`src/rtl/dot_product_ctrl.sv`:
```
// dot_product_ctrl
// Sequencer for one signed dot product per request. It reads L operand
// pairs from an external memory, feeds them to an external MAC and returns
// the accumulated result through a valid/ready handshake.
//
// Build option: define DOT_RELU_EN to clamp negative results to zero.
//
// Ports
//   clk_i, rst_i          clock, synchronous active-high reset
//   start_i               job request, only sampled in IDLE
//   len_i, bias_i         term count L (0 allowed) and accumulator seed
//   busy_o                high whenever a job is in progress
//   rd_en_o, addr_o       operand read strobe and term index
//   value_i, weight_i     operand data, valid one cycle after rd_en_o
//   mac_en_o              external MAC enable
//   mac_value_o/mult_o    MAC multiplicands
//   mac_add_o             MAC addend (bias on first term, then mac_i)
//   mac_i                 registered MAC output (1-cycle latency)
//   valid_o, ready_i      result handshake
//   result_o              dot product result
module dot_product_ctrl #(
    parameter int N     = 16,
    parameter int LEN_W = 10
) (
    input  logic                  clk_i,
    input  logic                  rst_i,
    input  logic                  start_i,
    input  logic [LEN_W-1:0]      len_i,
    input  logic signed [2*N-1:0] bias_i,
    output logic                  busy_o,
    output logic                  rd_en_o,
    output logic [LEN_W-1:0]      addr_o,
    input  logic signed [N-1:0]   value_i,
    input  logic signed [N-1:0]   weight_i,
    output logic                  mac_en_o,
    output logic signed [N-1:0]   mac_value_o,
    output logic signed [N-1:0]   mac_mult_o,
    output logic signed [2*N-1:0] mac_add_o,
    input  logic signed [2*N-1:0] mac_i,
    output logic                  valid_o,
    input  logic                  ready_i,
    output logic signed [2*N-1:0] result_o
);

    typedef enum logic [1:0] {
        IDLE  = 2'd0,
        RUN   = 2'd1,
        FLUSH = 2'd2,
        OUT   = 2'd3
    } state_t;

    state_t state, state_next;

    logic [LEN_W-1:0]      len_q;
    logic [LEN_W-1:0]      addr_q;
    logic signed [2*N-1:0] bias_q;
    logic                  rd_q;     // rd_en_o delayed: operand data valid now
    logic                  first_q;  // next MAC operation is the first of the job
    logic                  accept;
    logic                  last_term;

    assign last_term = (addr_q == len_q - LEN_W'(1));

    always_ff @(posedge clk_i) begin
        if (rst_i) begin
            state <= IDLE;
        end else begin
            state <= state_next;
        end
    end

    always_comb begin
        state_next = state;
        accept     = 1'b0;
        busy_o     = 1'b1;
        rd_en_o    = 1'b0;
        addr_o     = '0;
        valid_o    = 1'b0;
        result_o   = '0;
        case (state)
            IDLE: begin
                busy_o = 1'b0;
                if (start_i) begin
                    accept     = 1'b1;
                    state_next = (len_i == '0) ? FLUSH : RUN;
                end
            end
            RUN: begin
                rd_en_o = 1'b1;
                addr_o  = addr_q;
                if (last_term) begin
                    state_next = FLUSH;
                end
            end
            FLUSH: begin
                state_next = OUT;
            end
            OUT: begin
                valid_o = 1'b1;
`ifdef DOT_RELU_EN
                result_o = mac_i[2*N-1] ? '0 : mac_i;
`else
                result_o = mac_i;
`endif
                if (ready_i) begin
                    state_next = IDLE;
                end
            end
            default: begin
                state_next = IDLE;
            end
        endcase
    end

    // MAC side: the last RUN read lands in FLUSH, so FLUSH only needs its own
    // enable for the empty job, where it injects bias + 0*0.
    always_comb begin
        mac_en_o    = rd_q | ((state == FLUSH) && (len_q == '0));
        mac_value_o = rd_q ? value_i  : '0;
        mac_mult_o  = rd_q ? weight_i : '0;
        mac_add_o   = '0;
        if (mac_en_o) begin
            mac_add_o = first_q ? bias_q : mac_i;
        end
    end

    always_ff @(posedge clk_i) begin
        if (rst_i) begin
            len_q   <= '0;
            bias_q  <= '0;
            addr_q  <= '0;
            rd_q    <= 1'b0;
            first_q <= 1'b0;
        end else begin
            rd_q <= rd_en_o;
            if (accept) begin
                len_q   <= len_i;
                bias_q  <= bias_i;
                addr_q  <= '0;
                first_q <= 1'b1;
            end else begin
                if (rd_en_o) begin
                    addr_q <= addr_q + LEN_W'(1);
                end
                if (mac_en_o) begin
                    first_q <= 1'b0;
                end
            end
        end
    end

endmodule

```
`config.mk`:
```
export PLATFORM = sky130hd
export DESIGN_NAME = dot_product_ctrl
export DESIGN_NICKNAME = d
export VERILOG_FILES = /design/src/rtl/dot_product_ctrl.sv
export SDC_FILE = /design/constraint.sdc
export NUM_CORES = 1
export LEC_CHECK = 0
export BUFFER_PORTS_ARGS = -buffer_cell sky130_fd_sc_hd__clkbuf_2
export CAP_MARGIN = 20
export CORE_UTILIZATION = 44
export CTS_BUF_LIST = sky130_fd_sc_hd__clkbuf_2 sky130_fd_sc_hd__clkbuf_4 sky130_fd_sc_hd__clkbuf_8
export CTS_CLUSTER_DIAMETER = 80
export DETAILED_ROUTE_END_ITERATION = 6
export PLACE_DENSITY = 0.83
export REMOVE_ABC_BUFFERS = 1
export SLEW_MARGIN = 20
export SYNTH_ARGS = -nofsm -noshare
export SYNTH_HDL_FRONTEND = slang
export SYNTH_SLANG_ARGS = --single-unit
export TNS_END_PERCENT = 100
```
`constraint.sdc`:
```
create_clock -name clk_i -period 2.7 [get_ports clk_i]
set_input_delay 0.135 -clock clk_i [delete_from_list [all_inputs] [get_ports clk_i]]
set_output_delay 0.135 -clock clk_i [all_outputs]
set_load 0.005 [all_outputs]
```
; ---- Word level (Yosys, flattened, before mapping)
; Index checks and enable logic that the tools add are counted.
[totals]
input_bits = 110
out_inout_bits = 110
word_cells = 41
ff_bits = 56
[op_classes]
n_reduce_logical = 7
n_addsub = 2
bitwise_logic = 1
mux = 18
n_eq_ne = 7
[op_table]
columns = operator, count
row1 = 32-bit 2-to-1 mux, 3
row2 = 16-bit 2-to-1 mux, 2
row3 = 10-bit logical NOT, 2
row4 = "10-bit by 1-bit adder with 10-bit output, second input constant", 1
row5 = 10-bit == test, 1
row6 = 10-bit 2-to-1 mux, 1
row7 = "10-bit by 1-bit subtractor with 10-bit output, second input constant", 1
row8 = 2-bit 2-to-1 mux, 4
row9 = 2-bit case mux with 4 select lines, 1
row10 = 1-bit 2-to-1 mux, 7
row11 = "2-bit != test, second input constant", 3
row12 = "2-bit == test, second input constant", 2
row13 = 3-bit AND reduction, 1
row14 = "2-bit by 1-bit == test with 1-bit output, second input constant", 1
row15 = 2-bit logical NOT, 1
row16 = 2-bit nonzero test, 1
row17 = 2-bit OR reduction, 1
row18 = 1-bit logical AND, 1
row19 = 1-bit bitwise OR, 1

; ---- Logic depth before layout (Yosys ltp)
[depth]
word_depth = 5
mapped_depth = 10
mapped_depth_nobuf = 8

; ---- Worst setup path after synthesis
; OpenSTA, ideal clock, no wires.
[synth_path]
path_type = reg2reg
start = register len_q[0]
end = register state[0]
path_slack_ps = 575
stages_incl_launch_ff = 11
path_buffers = 2
synth_period_minus_slack_ps = 2125
setup_ps = 121
required_ps = 2579
arrival_ps = 2004
cell_sequence = dfxtp_1 clkbuf_1 inv_1 ha_1 clkbuf_1 o21bai_1 a311oi_1 a211oi_1 o22ai_1 a32oi_1 mux2_2
[synth_between]
elab_chain_cells = 4
[synth_rtl]
columns = item, line_no
row1 = from (decl), 54  ; logic [LEN_W-1:0] len_q;
row2 = from (signal assigned), 137  ; len_q <= len_i;
row3 = 10-bit by 1-bit subtractor with 10-bit output, 62  ; assign last_term = (addr_q == len_q - LEN_W'(1));
row4 = 10-bit == test, 62
row5 = 2-bit != test (no source line), n/a
row6 = 3-bit AND reduction (no source line), n/a
row7 = to (signal assigned), 68  ; state <= state_next;
row8 = to (decl), 52  ; state_t state, state_next;
; No other way between the ends.
; A chain may end at the register's enable or synchronous reset.

; ---- Worst setup path in the final report
[layout_path]
start = register len_q[2]
end = output mac_add_o[16]
[layout_between]
elab_chain_cells = 4
[layout_rtl]
columns = item, line_no
row1 = 10-bit logical NOT, 118  ; mac_en_o = rd_q | ((state == FLUSH) && (len_q == '0));
row2 = 1-bit logical AND, 118
row3 = 1-bit bitwise OR, 118
row4 = 32-bit 2-to-1 mux, 122  ; if (mac_en_o) begin
row5 = to (decl), 38  ; output logic signed [2*N-1:0] mac_add_o,
; No other way between the ends.

==> summary.txt <==
Critical path
  • Worst path bufs/invs: 1
  • CP Launch Type: flip-flop
  • RR Endpoint: state[0]
  • Crit. End Element: output port
  • Crit Path Category: reg2out
  • CP arrival: 2240 ps
  • CP delay by family, top: simple AND/OR/NAND/NOR gates
  • Worst EP required: 2570 ps
  • Worst-path cell chain: nor4_2 -> and3_1 -> a31oi_4 -> nor2_1 -> clkbuf_2
  • Reg2reg path depth: 7
  • Critical path's largest stage delay: 510 ps
  • Worst Path Max Fanout: 17
  • Crit Reg-Reg Startpoint: len_q[0]
  • Worst R2R Setup Slack: 500 ps
  • Worst path slowest cell: nor4_2

Clock tree
  • TritonCTS buffer count: 5
  • Clock Path Buffers: 2
  • # clock sinks: 56
  • CTS tree: built
  • H-tree Lvls: 2
  • CTS root buffer: clkbuf_8
  • Clk_lat worst skew: 310 ps
  • Worst-path clk slew: 110 ps

Power
  • Maximum VDD drop: 0.284 mV
  • Pwr Total: 2710 µW
  • Leak: 0.00236 µW
  • Pwr Density: 577 nW/µm²

Route
  • DRT Wirelength: 10600 µm
  • Drt first-iter violations: 105
  • Remaining DRCs: 0
  • Post-DR wirelength/cell: 13.9 µm
  • Vias: 3820
  • Post-DR vias/cell: 4.99
  • DRT antenna net count: 0
  • Drt first pass iters: 4

GRT
  • Initial antenna violation count: 0
  • GRT Overall Usage: 0.242
  • Grt ovf: 0
  • Largest net degree at the start of global routing: 35
  • First-pass GRT wire length: 16300 µm
  • Vias in the first global route: 3421

Synth
  • Synthesized cell area: 3430 µm²
  • #FFs+latches synth: 56
  • Avg Inst Size Synth: 7.34 µm²
  • Post-synth EDFFs: 0
  • Netlist cell types: 35
  • Yosys warns: 0
  • Ys flop type: dfxtp_1
  • Top-area cell type share of the netlist area: 0.327
  • Area leader, netlist: dfxtp_1
  • Async set-reset flop share out of synthesis: 0
  • Synth area leaders: dfxtp_1 (33%), and2_1 (14%), nand2_1 (10%), mux2i_1 (9.9%), a21oi_1 (7.0%)
  • Register area share after synthesis: 0.327
  • Cells after Synth: 467

Floorplan
  • Die area: 8150 µm²
  • Die height: 90.3 µm
  • I/O Pins: 220
  • Row cnt: 31
  • Die width: 90.3 µm
  • Core area: 7410 µm²
  • Initial Util: 0.463

Place
  • Post-DP HPWL: 8130 µm
  • Gp weighted congestion: 0.880
  • Dpl cell area: 4580 µm²
  • PortBufs: 219

STA
  • Max Clk Rate: 420 MHz
  • Tmin final: 2380 ps
  • Max_slew headroom: 0.326
  • Final setup violation count: 0
  • Period utilization: 0.881
  • Slew Viols, Final: 0
  • Min Hold Slack: 23.8 ps
  • Worst-Margin Slew: 1010 ps
  • Final hold viol count: 0
  • Sum Neg Setup Slack: 0 ps
  • Final setup skew: 11.3 ps
  • RSZ-0062 raised after global routing: no

Worst hold path
  • Hold_sp: bias_i[21]
  • Worst hold path cell count: 3
  • Worst Hold Endpoint: bias_q[21]
  • Hold crit path type: in2reg

Layout
  • Area delta synth->final: 37.2%
  • Sequential cell area: 1120 µm²
  • Layout cell share with drive strength beyond 1: 0.362
  • Most common cell after layout, fill and taps aside: clkbuf_2
  • Fillers: 693
  • Final instance area: 4700 µm²
  • Fin nets: 782
  • Most frequent cells in the layout: clkbuf_2 (219), nand2_1 (94), and2_1 (75)
  • Multi-input gate area: 2180 µm²
  • ANT cells: 0

Status
  • Status: completed

Flow run
  • Max-cap violations: 0
==> where the power goes <==
| group | total, µW | switching [µW] | internal, µW | leakage (µW) |
|---|---|---|---|---|
| combinational | 1150 | 623 | 524 | 0.00185 |
| sequential | 1090 | 146 | 939 | 0.000459 |
| clock | 482 | 295 | 187 | 0.0000485 |
| total | 2710 | 1060 | 1650 | 0.00236 |
==> synth_stat cells, types with 3 or more instances <==
cell and instances:
mux2i_1 34, dfxtp_1 56, xor2_1 12, clkbuf_1 32, o21ai_0 3, inv_1 8
ha_1 7, and2_1 75, nand2b_1 4, xnor2_1 9, nand2_1 94, a21oi_1 48
nor2_1 51, nand4_1 3, and3_1 4, a31oi_1 3
==> routing by layer <==
layer  GRT usage  part of all wire
met1       0.271              0.39
met3      0.0463             0.057
met2       0.468              0.54
met5           0                 0
met4      0.0565             0.017
==> per-stage QoR <==
| step | instances | setup WS (ps) | util |
|---|---|---|---|
| global placement | 756 | 510 | 0.619 |
| detailed placement | 756 | 458 | 0.619 |
| global route | 765 | 163 | 0.635 |
| floorplan | 432 | -26.1 | - |
| CTS | 764 | 107 | 0.631 |
| finish | 765 | 321 | 0.635 |
==> worst register-to-register path, delay by kind of cell (launching register included) <==
family | cells | cell delay (ps)
AND/OR/NAND/NOR | 1 | 280
adder cells (fa/ha/maj) | 1 | 320
flip-flops | 1 | 480
AO/OA/AOI/OAI | 3 | 600
multiplexers | 1 | 360
buffers and inverters | 1 | 80
==> what timing repair did <==
| action | 4_1_cts | 5_1_grt |
|---|---|---|
| gates resized for setup | 0 | 2 |
| setup endpoints to repair | 0 | 33 |
| buffers inserted | 0 | 0 |
| hold buffers | 0 | 0 |
==> how the worst max path moves through the flow <==
stage,slack (ps),cells past startpoint,endpoint,startpoint
5_1_grt,160,5,mac_add_o[16],len_q[2]
2_1_floorplan,-30,6,first_q,len_q[0]
3_3_place_gp,510,6,mac_add_o[16],len_q[0]
4_1_cts,110,6,mac_add_o[18],len_q[0]
3_5_place_dp,460,6,mac_add_o[16],len_q[0]
6_report,320,5,mac_add_o[16],len_q[2]
==> cell type report <==
class                           count  area share
Clock buffer                        5      0.0146
Sequential cell                    56       0.239
Tap cell                           99      0.0263
Clock inverter                      3     0.00479
Inverter                            8     0.00639
Timing Repair Buffer              225       0.245
Multi-Input combinational cell    369       0.464
==> cells by family (layout without fill, tap and decap cells) <==
logic type / count (synthesis) / in the layout / synth area share
flip-flops: 56 / 56 / 0.327
buffers and inverters: 43 / 241 / 0.0493
AND/OR/NAND/NOR: 243 / 243 / 0.342
AO/OA/AOI/OAI: 61 / 62 / 0.0964
adder cells (fa/ha/maj): 7 / 7 / 0.0255
multiplexers: 36 / 36 / 0.106
XOR/XNOR: 21 / 21 / 0.0537
==> registers in the layout, indices dropped and copies added (netlist names) <==
name     flops
addr_q      10
bias_q      32
first_q      1
len_q       10
rd_q         1
state        2
Note: power is estimated with default switching activity, not from simulation.
